`config.mk`:
```
export PLATFORM = sky130hd
export DESIGN_NAME = cic_comb_chain
export DESIGN_NICKNAME = d
export VERILOG_FILES = /design/src/rtl/cic_pkg.sv /design/src/rtl/cic_comb_stage.sv /design/src/rtl/cic_comb_chain.sv
export SDC_FILE = /design/constraint.sdc
export NUM_CORES = 1
export LEC_CHECK = 0
export ABC_CLOCK_PERIOD_IN_PS = 6220
export CORE_MARGIN = 4
export CORE_UTILIZATION = 62
export CTS_CLUSTER_DIAMETER = 120
export DETAILED_ROUTE_END_ITERATION = 10
export PLACE_DENSITY = 0.87
export SKIP_CTS_REPAIR_TIMING = 1
export SYNTH_ARGS = -nofsm -noshare
export SYNTH_HDL_FRONTEND = slang
export SYNTH_HIERARCHICAL = 1
export SYNTH_SLANG_ARGS = --single-unit
```
`constraint.sdc`:
```
create_clock -name Clk_i -period 6.22 [get_ports Clk_i]
set_input_delay 0.933 -clock Clk_i [delete_from_list [all_inputs] [get_ports Clk_i]]
set_output_delay 0.933 -clock Clk_i [all_outputs]
set_load 0.01 [all_outputs]
```
`src/rtl/cic_pkg.sv`:
```
// rtl/cic_pkg.sv - shared constants and width helpers for the CIC decimator blocks
package cic_pkg;

  localparam int DEF_OUT_DATA_WIDTH = 18;

  function automatic int clog2(input int value);
    int result;
    result = 0;
    for (int i = 0; i < 31; i++) begin
      if ((1 << i) < value) result = i + 1;
    end
    return result;
  endfunction

  // Channel index is at least one bit wide so single-channel builds keep a real port.
  function automatic int chan_width(input int channels);
    return (clog2(channels) > 1) ? clog2(channels) : 1;
  endfunction

endpackage

```
`src/rtl/cic_comb_stage.sv`:
```
// rtl/cic_comb_stage.sv - one multi-channel comb stage y = x - x[n-M] with sideband passthrough
module cic_comb_stage
  import cic_pkg::*;
#(
  parameter int M        = 1,
  parameter int CHANNELS = 1,
  parameter int W        = DEF_OUT_DATA_WIDTH,
  parameter int CHW      = chan_width(CHANNELS)
) (
  input  logic           clk,
  input  logic           rst,
  input  logic           clr,
  input  logic           in_valid,
  input  logic [CHW-1:0] in_chan,
  input  logic           in_bypass,
  input  logic [W-1:0]   in_data,
  output logic           out_valid,
  output logic [CHW-1:0] out_chan,
  output logic           out_bypass,
  output logic [W-1:0]   out_data
);

  logic [W-1:0]   hist_q [CHANNELS][M];
  logic [W-1:0]   hist_d [CHANNELS][M];
  logic [W-1:0]   delayed;
  logic           valid_q, valid_d;
  logic           bypass_q, bypass_d;
  logic [CHW-1:0] chan_q, chan_d;
  logic [W-1:0]   data_q, data_d;

  always_comb begin
    hist_d   = hist_q;
    delayed  = '0;
    valid_d  = in_valid & ~clr;
    bypass_d = bypass_q;
    chan_d   = chan_q;
    data_d   = data_q;

    // Channel selection by compare keeps out-of-range indices from touching the array.
    for (int c = 0; c < CHANNELS; c++) begin
      if (in_chan == CHW'(c)) begin
        delayed = hist_q[c][M-1];
        if (in_valid) begin
          hist_d[c][0] = in_data;
          for (int j = 1; j < M; j++) hist_d[c][j] = hist_q[c][j-1];
        end
      end
    end

    if (in_valid) begin
      bypass_d = in_bypass;
      chan_d   = in_chan;
      data_d   = in_bypass ? in_data : in_data - delayed;
    end

    if (clr) hist_d = '{default: '0};
  end

  always_ff @(posedge clk) begin
    if (rst) begin
      hist_q   <= '{default: '0};
      valid_q  <= 1'b0;
      bypass_q <= 1'b0;
      chan_q   <= '0;
      data_q   <= '0;
    end else begin
      hist_q   <= hist_d;
      valid_q  <= valid_d;
      bypass_q <= bypass_d;
      chan_q   <= chan_d;
      data_q   <= data_d;
    end
  end

  assign out_valid  = valid_q;
  assign out_chan   = chan_q;
  assign out_bypass = bypass_q;
  assign out_data   = data_q;

endmodule

```
`src/rtl/cic_comb_chain.sv`:
```
// rtl/cic_comb_chain.sv - N cascaded multi-channel comb stages with channel filter, bypass and clear
module cic_comb_chain
  import cic_pkg::*;
#(
  parameter int M            = 1,
  parameter int N            = 3,
  parameter int CHANNELS     = 1,
  parameter int OutDataWidth = DEF_OUT_DATA_WIDTH,
  parameter int CHW          = chan_width(CHANNELS)
) (
  input  logic                           Clk_i,
  input  logic                           Rst_i,
  input  logic signed [OutDataWidth-1:0] Data_i,
  input  logic                           DataNd_i,
  input  logic [CHW-1:0]                 ChanId_i,
  input  logic                           Bypass_i,
  input  logic                           Clr_i,
  output logic signed [OutDataWidth-1:0] Data_o,
  output logic [CHW-1:0]                 ChanId_o,
  output logic                           DataValid_o
);

  logic [N:0]                   valid_s;
  logic [N:0]                   bypass_s;
  logic [N:0][CHW-1:0]          chan_s;
  logic [N:0][OutDataWidth-1:0] data_s;
  logic                         chan_ok;
  logic                         unused_last_bypass;

  assign chan_ok     = (int'(ChanId_i) < CHANNELS);
  assign valid_s[0]  = DataNd_i & chan_ok;
  assign bypass_s[0] = Bypass_i;
  assign chan_s[0]   = ChanId_i;
  assign data_s[0]   = Data_i;

  // The last stage's registers are the output registers, giving exactly N cycles of latency.
  for (genvar k = 0; k < N; k++) begin : g_stage
    cic_comb_stage #(
      .M        (M),
      .CHANNELS (CHANNELS),
      .W        (OutDataWidth),
      .CHW      (CHW)
    ) u_stage (
      .clk        (Clk_i),
      .rst        (Rst_i),
      .clr        (Clr_i),
      .in_valid   (valid_s[k]),
      .in_chan    (chan_s[k]),
      .in_bypass  (bypass_s[k]),
      .in_data    (data_s[k]),
      .out_valid  (valid_s[k+1]),
      .out_chan   (chan_s[k+1]),
      .out_bypass (bypass_s[k+1]),
      .out_data   (data_s[k+1])
    );
  end

  assign Data_o             = data_s[N];
  assign ChanId_o           = chan_s[N];
  assign DataValid_o        = valid_s[N];
  assign unused_last_bypass = bypass_s[N];

endmodule

```
=== After elaboration in Yosys (flattened, before gate mapping) ===
Cells that the tools add are included.

* Flip-flop bits (word level): 116
* Bits of input ports: 24
* Logic and storage cells: 36

* Add/subtract/negate cells: 3
* $lt $le $gt $ge: 1
* Muxes and demuxes: 6
* Bitwise operators: 8
* Reduce and logical (&&, ||, !) cells: 4

{| class="wikitable"
|+ Operators with widths
! operator !! number
|-
| $mux W18 || 6
|-
| $sub A18 B18 Y18 || 3
|-
| $reduce_and A2 Y1 || 3
|-
| $and A1 B1 Y1 || 4
|-
| $not A1 Y1 || 4
|-
| $reduce_or A2 Y1 || 1
|-
| $lt A1 B1 Y1 const B || 1
|}

=== Longest topological paths before layout ===
* Depth in word-level cells: 3
* Mapped depth: 11
* Gate-level depth less buffers: 10

=== Hierarchy ===
The synthesis kept the hierarchy.

{| class="wikitable"
|+ By module, submodules not included
! module !! times used !! cells an instance !! area an instance (um^2) !! seq. area each (um^2)
|-
| cic_comb_stage at g_stage[0].u_stage ... || 2 || 331 || 2575.0 || 780.7
|-
| cic_comb_stage at g_stage[2].u_stage || 1 || 309 || 2396.0 || 780.7
|-
| cic_comb_chain || 1 || 1 || 13.8 || 0.0
|}

=== Worst setup path before layout ===
OpenSTA, ideal clock, no wires.

* Kind: input to register
* Start point: input ChanId_i
* End point: register g_stage[0].u_stage.data_q[16]
* Setup time: 0.127 ns
* Arrival: 2.799 ns
* Data required time: 6.093 ns
* Setup slack: 3.294 ns
* Stages on the path: 10
* Buffers on the path: 1
* Cell sequence: clkbuf_1 > nor2b_1 > ha_1 > fa_1 > and2b_1 > o211ai_1 > a31o_2 > o21ai_2 > a21oi_1 > or3_1

* Cells in the longest elaborated chain, start to end: 3
* Elaborated cells between the ends (all ways): 5
* Those cells by class: 1 x add/sub; 1 x order compare; 2 x mux; 1 x bitwise

{| class="wikitable"
|+ Ends and longest elaborated chain
! what !! line !! source
|-
| start: declaration || cic_comb_chain.sv:15 || <nowiki>input logic [CHW-1:0] ChanId_i,</nowiki>
|-
| $mux W18 || cic_comb_stage.sv:41 || <nowiki>if (in_chan == CHW'(c)) begin</nowiki>
|-
| $sub A18 B18 Y18 || cic_comb_stage.sv:53 || <nowiki>data_d = in_bypass ? in_data : in_data - delayed;</nowiki>
|-
| $mux W18 || cic_comb_stage.sv:53 ||
|-
| end signal: assignment || cic_comb_stage.sv:71 || <nowiki>data_q <= data_d;</nowiki>
|-
| end: declaration || cic_comb_stage.sv:29 || <nowiki>logic [W-1:0] data_q, data_d;</nowiki>
|}

Several ways; a longest one is shown, not always the timed one.
A chain may end at the register's enable or synchronous reset.

=== Worst setup path in the final report ===
Ends and elaborated chain as after synthesis.

==> run_results.csv <==
group,metric,value,unit
die,die_area,0.0140,mm^2
global_routing,grt_pass1_vias,6454,
final_layout,final_layout_size_suffix_gt1_share,7.06,%
pwr,static_leakage,3.03,nW
drt,drtPass1Iterations,5,
global_routing,grt_first_pass_wirelength,32.0,mm
die,rows,39,
timing,worst_slew_slack_as_a_fraction_of_its_limit,14.5,%
final_layout,design.final.nets,1057,
synthesis,netlist_area,0.00753,mm^2
clock_network,clk_root_buffer_cell,"sky130_fd_sc_hd__clkbuf_16",
placed_design,port_buffers,43,
critical_path,start_kind,"input port",
placed_design,weighted_congestion_reported_at_the_end_of_routability_driven_placement,0.948,
timing,maxSlewViolCount,0,
critical_path,path_class,"input port to register",
final_layout,fillerInstances,923,
global_routing,grt_max_degree,38,
timing,rsz_0062_raised_after_global_routing,"false",
critical_path,worstPathArrival,3.79,ns
pwr,post-layout-total-power,2.11,mW
pwr,vdd_ir_drop_max,0.147,mV
clock_network,clock_tree_from_tritoncts,"yes",
drt,drtIter0Drc,626,
global_routing,globalRouteOverflowTotal,0,
synthesis,ys_warn_count,6,
timing,timing.hold.ws,0.448,ns
die,boundaryPins,44,
critical_path,cp.required,6.53,ns
job,maxCapViolCount,0,
drt,post-route-drc-count,0,
timing,worst_pin_slew,1.28,ns
global_routing,track_usage,27.7,%
clock_network,worstSkewPairLatency,0.42,ns
timing,tns,0,ns
timing,final.period_utilization,56.0,%
synthesis,syn-mean-instance-area,7.77,um^2
timing,hold_viol_final,0,
die,die_h,118,um
timing,finalSetupViolations,0,
placed_design,post-dp-hpwl,13.8,mm
clock_network,cts_num_sinks,116,
timing,final_period_minus_worst_setup_slack,3.48,ns
drt,detail_route.wl_per_cell,17.0,um
timing,worst_skew,0.00901,ns
clock_network,htree_levels,4,
drt,post_drt_antenna_nets,0,
clock_network,ctsLongestPathBuffers,2,
hold_path,hold_path.class,"register to register",
drt,postRouteWirelength,19.3,mm
critical_path,worst-path-max-fanout,22,
pwr,pwr_density_cell,248,mW/mm^2
drt,route.vias.total,7079,
die,die_width,118,um
final_layout,utilization,72.7,%
drt,route.detailed.vias_per_inst,6.24,
synthesis,syn_inst,969,
synthesis,syn-num-nets,1047,
die,floorplan.initialDensity,64.6,%
die,floorplan.core_area,0.0117,mm^2
final_layout,n_antenna_cell,0,
global_routing,antenna_found_initial,0,
run_status,status,"finished clean",
final_layout,area_added_between_synthesis_and_finish,12.6,%
timing,maxClockFrequency,287,MHz
clock_network,clk_transition_reported_paths,0.06,ns
critical_path,worstSetupEndpointType,"register",
clock_network,cts_made_buffers,17,
-- critical path, cell delays in order --
cell                              delay (ns)
sky130_fd_sc_hd__clkdlybuf4s50_1        0.95
sky130_fd_sc_hd__nor2b_1                0.11
sky130_fd_sc_hd__ha_1                   0.23
sky130_fd_sc_hd__fa_1                   0.38
sky130_fd_sc_hd__and2b_1                0.27
sky130_fd_sc_hd__o211ai_1               0.11
sky130_fd_sc_hd__a31o_2                 0.26
sky130_fd_sc_hd__o21ai_2                0.13
sky130_fd_sc_hd__a21oi_1                0.07
sky130_fd_sc_hd__or3_1                  0.33
-- final timing paths --
kind / start / end / slack [ns] / cells after the start
worst min-delay path: g_stage[2].u_stage/hist_q[0] / g_stage[2].u_stage/hist_q[0] / 0.45 / 2
worst max-delay path: ChanId_i / g_stage[0].u_stage/out_data[16] / 2.74 / 10
worst min register to register: g_stage[2].u_stage/hist_q[0] / g_stage[2].u_stage/hist_q[0] / 0.45 / 2
worst max register to register: g_stage[1].u_stage/out_chan / g_stage[2].u_stage/out_data[8] / 3.18 / 9
-- state kept, by name (all words and copies together) (netlist names) --
signal	count
g_stage.u_stage/out_bypass	2
g_stage.u_stage/out_data	54
g_stage.u_stage/hist_q	54
g_stage.u_stage/out_chan	3
g_stage.u_stage/out_valid	3
-- per-layer routing --
layer | global-route usage [%] | vias up | part of all wire [%]
met2 | 45.4 | 313 | 47
met3 | 6.64 | 46 | 7.7
li1 | - | 3467 | -
met1 | 36.5 | 3253 | 44
met4 | 7.55 | 0 | 1.9
met5 | 0 | - | 0
-- cell usage in the layout, fill, tap and decap left out, types with 17 or more instances in the layout --
master and instances:
sky130_fd_sc_hd__inv_1 20, sky130_fd_sc_hd__nand3_1 19, sky130_fd_sc_hd__clkdlybuf4s50_1 42, sky130_fd_sc_hd__ha_1 51
sky130_fd_sc_hd__xnor2_1 19, sky130_fd_sc_hd__nand2b_1 58, sky130_fd_sc_hd__o21ai_0 24, sky130_fd_sc_hd__nor2_1 73
sky130_fd_sc_hd__a21oi_1 101, sky130_fd_sc_hd__nand2_1 163, sky130_fd_sc_hd__mux2i_1 20, sky130_fd_sc_hd__a211oi_1 40
sky130_fd_sc_hd__clkbuf_16 17, sky130_fd_sc_hd__o22ai_1 21, sky130_fd_sc_hd__dfxtp_1 116
-- power by group --
| group | switching [mW] | internal, mW | total (mW) | leakage, nW |
|---|---|---|---|---|
| logic | 0.227 | 0.160 | 0.388 | 1.83 |
| registers | 0.0254 | 0.760 | 0.785 | 0.939 |
| clock network | 0.371 | 0.561 | 0.932 | 0.261 |
| total | 0.624 | 1.48 | 2.11 | 3.03 |
-- per-stage QoR --
step	area [um^2]	setup slack [ns]	instances
floorplan	7530	3.29	969
global placement	7910	2.40	1103
detailed placement	7910	2.35	1103
CTS	8480	2.78	1135
global route	8480	2.56	1135
finish	8480	2.74	1135
-- area by class of cell --
type                    count  area (um^2)  share of cell area, %
clock inverters            14          129                   1.52
repair buffers             47          455                   5.37
inverters                  22         82.6                  0.974
clock buffers              18          439                   5.18
multi-input cells         775         4870                   57.5
flip-flops and latches    116         2320                   27.4
well taps                 143          179                   2.11
No activity file was read; power rests on OpenSTA's default activity.
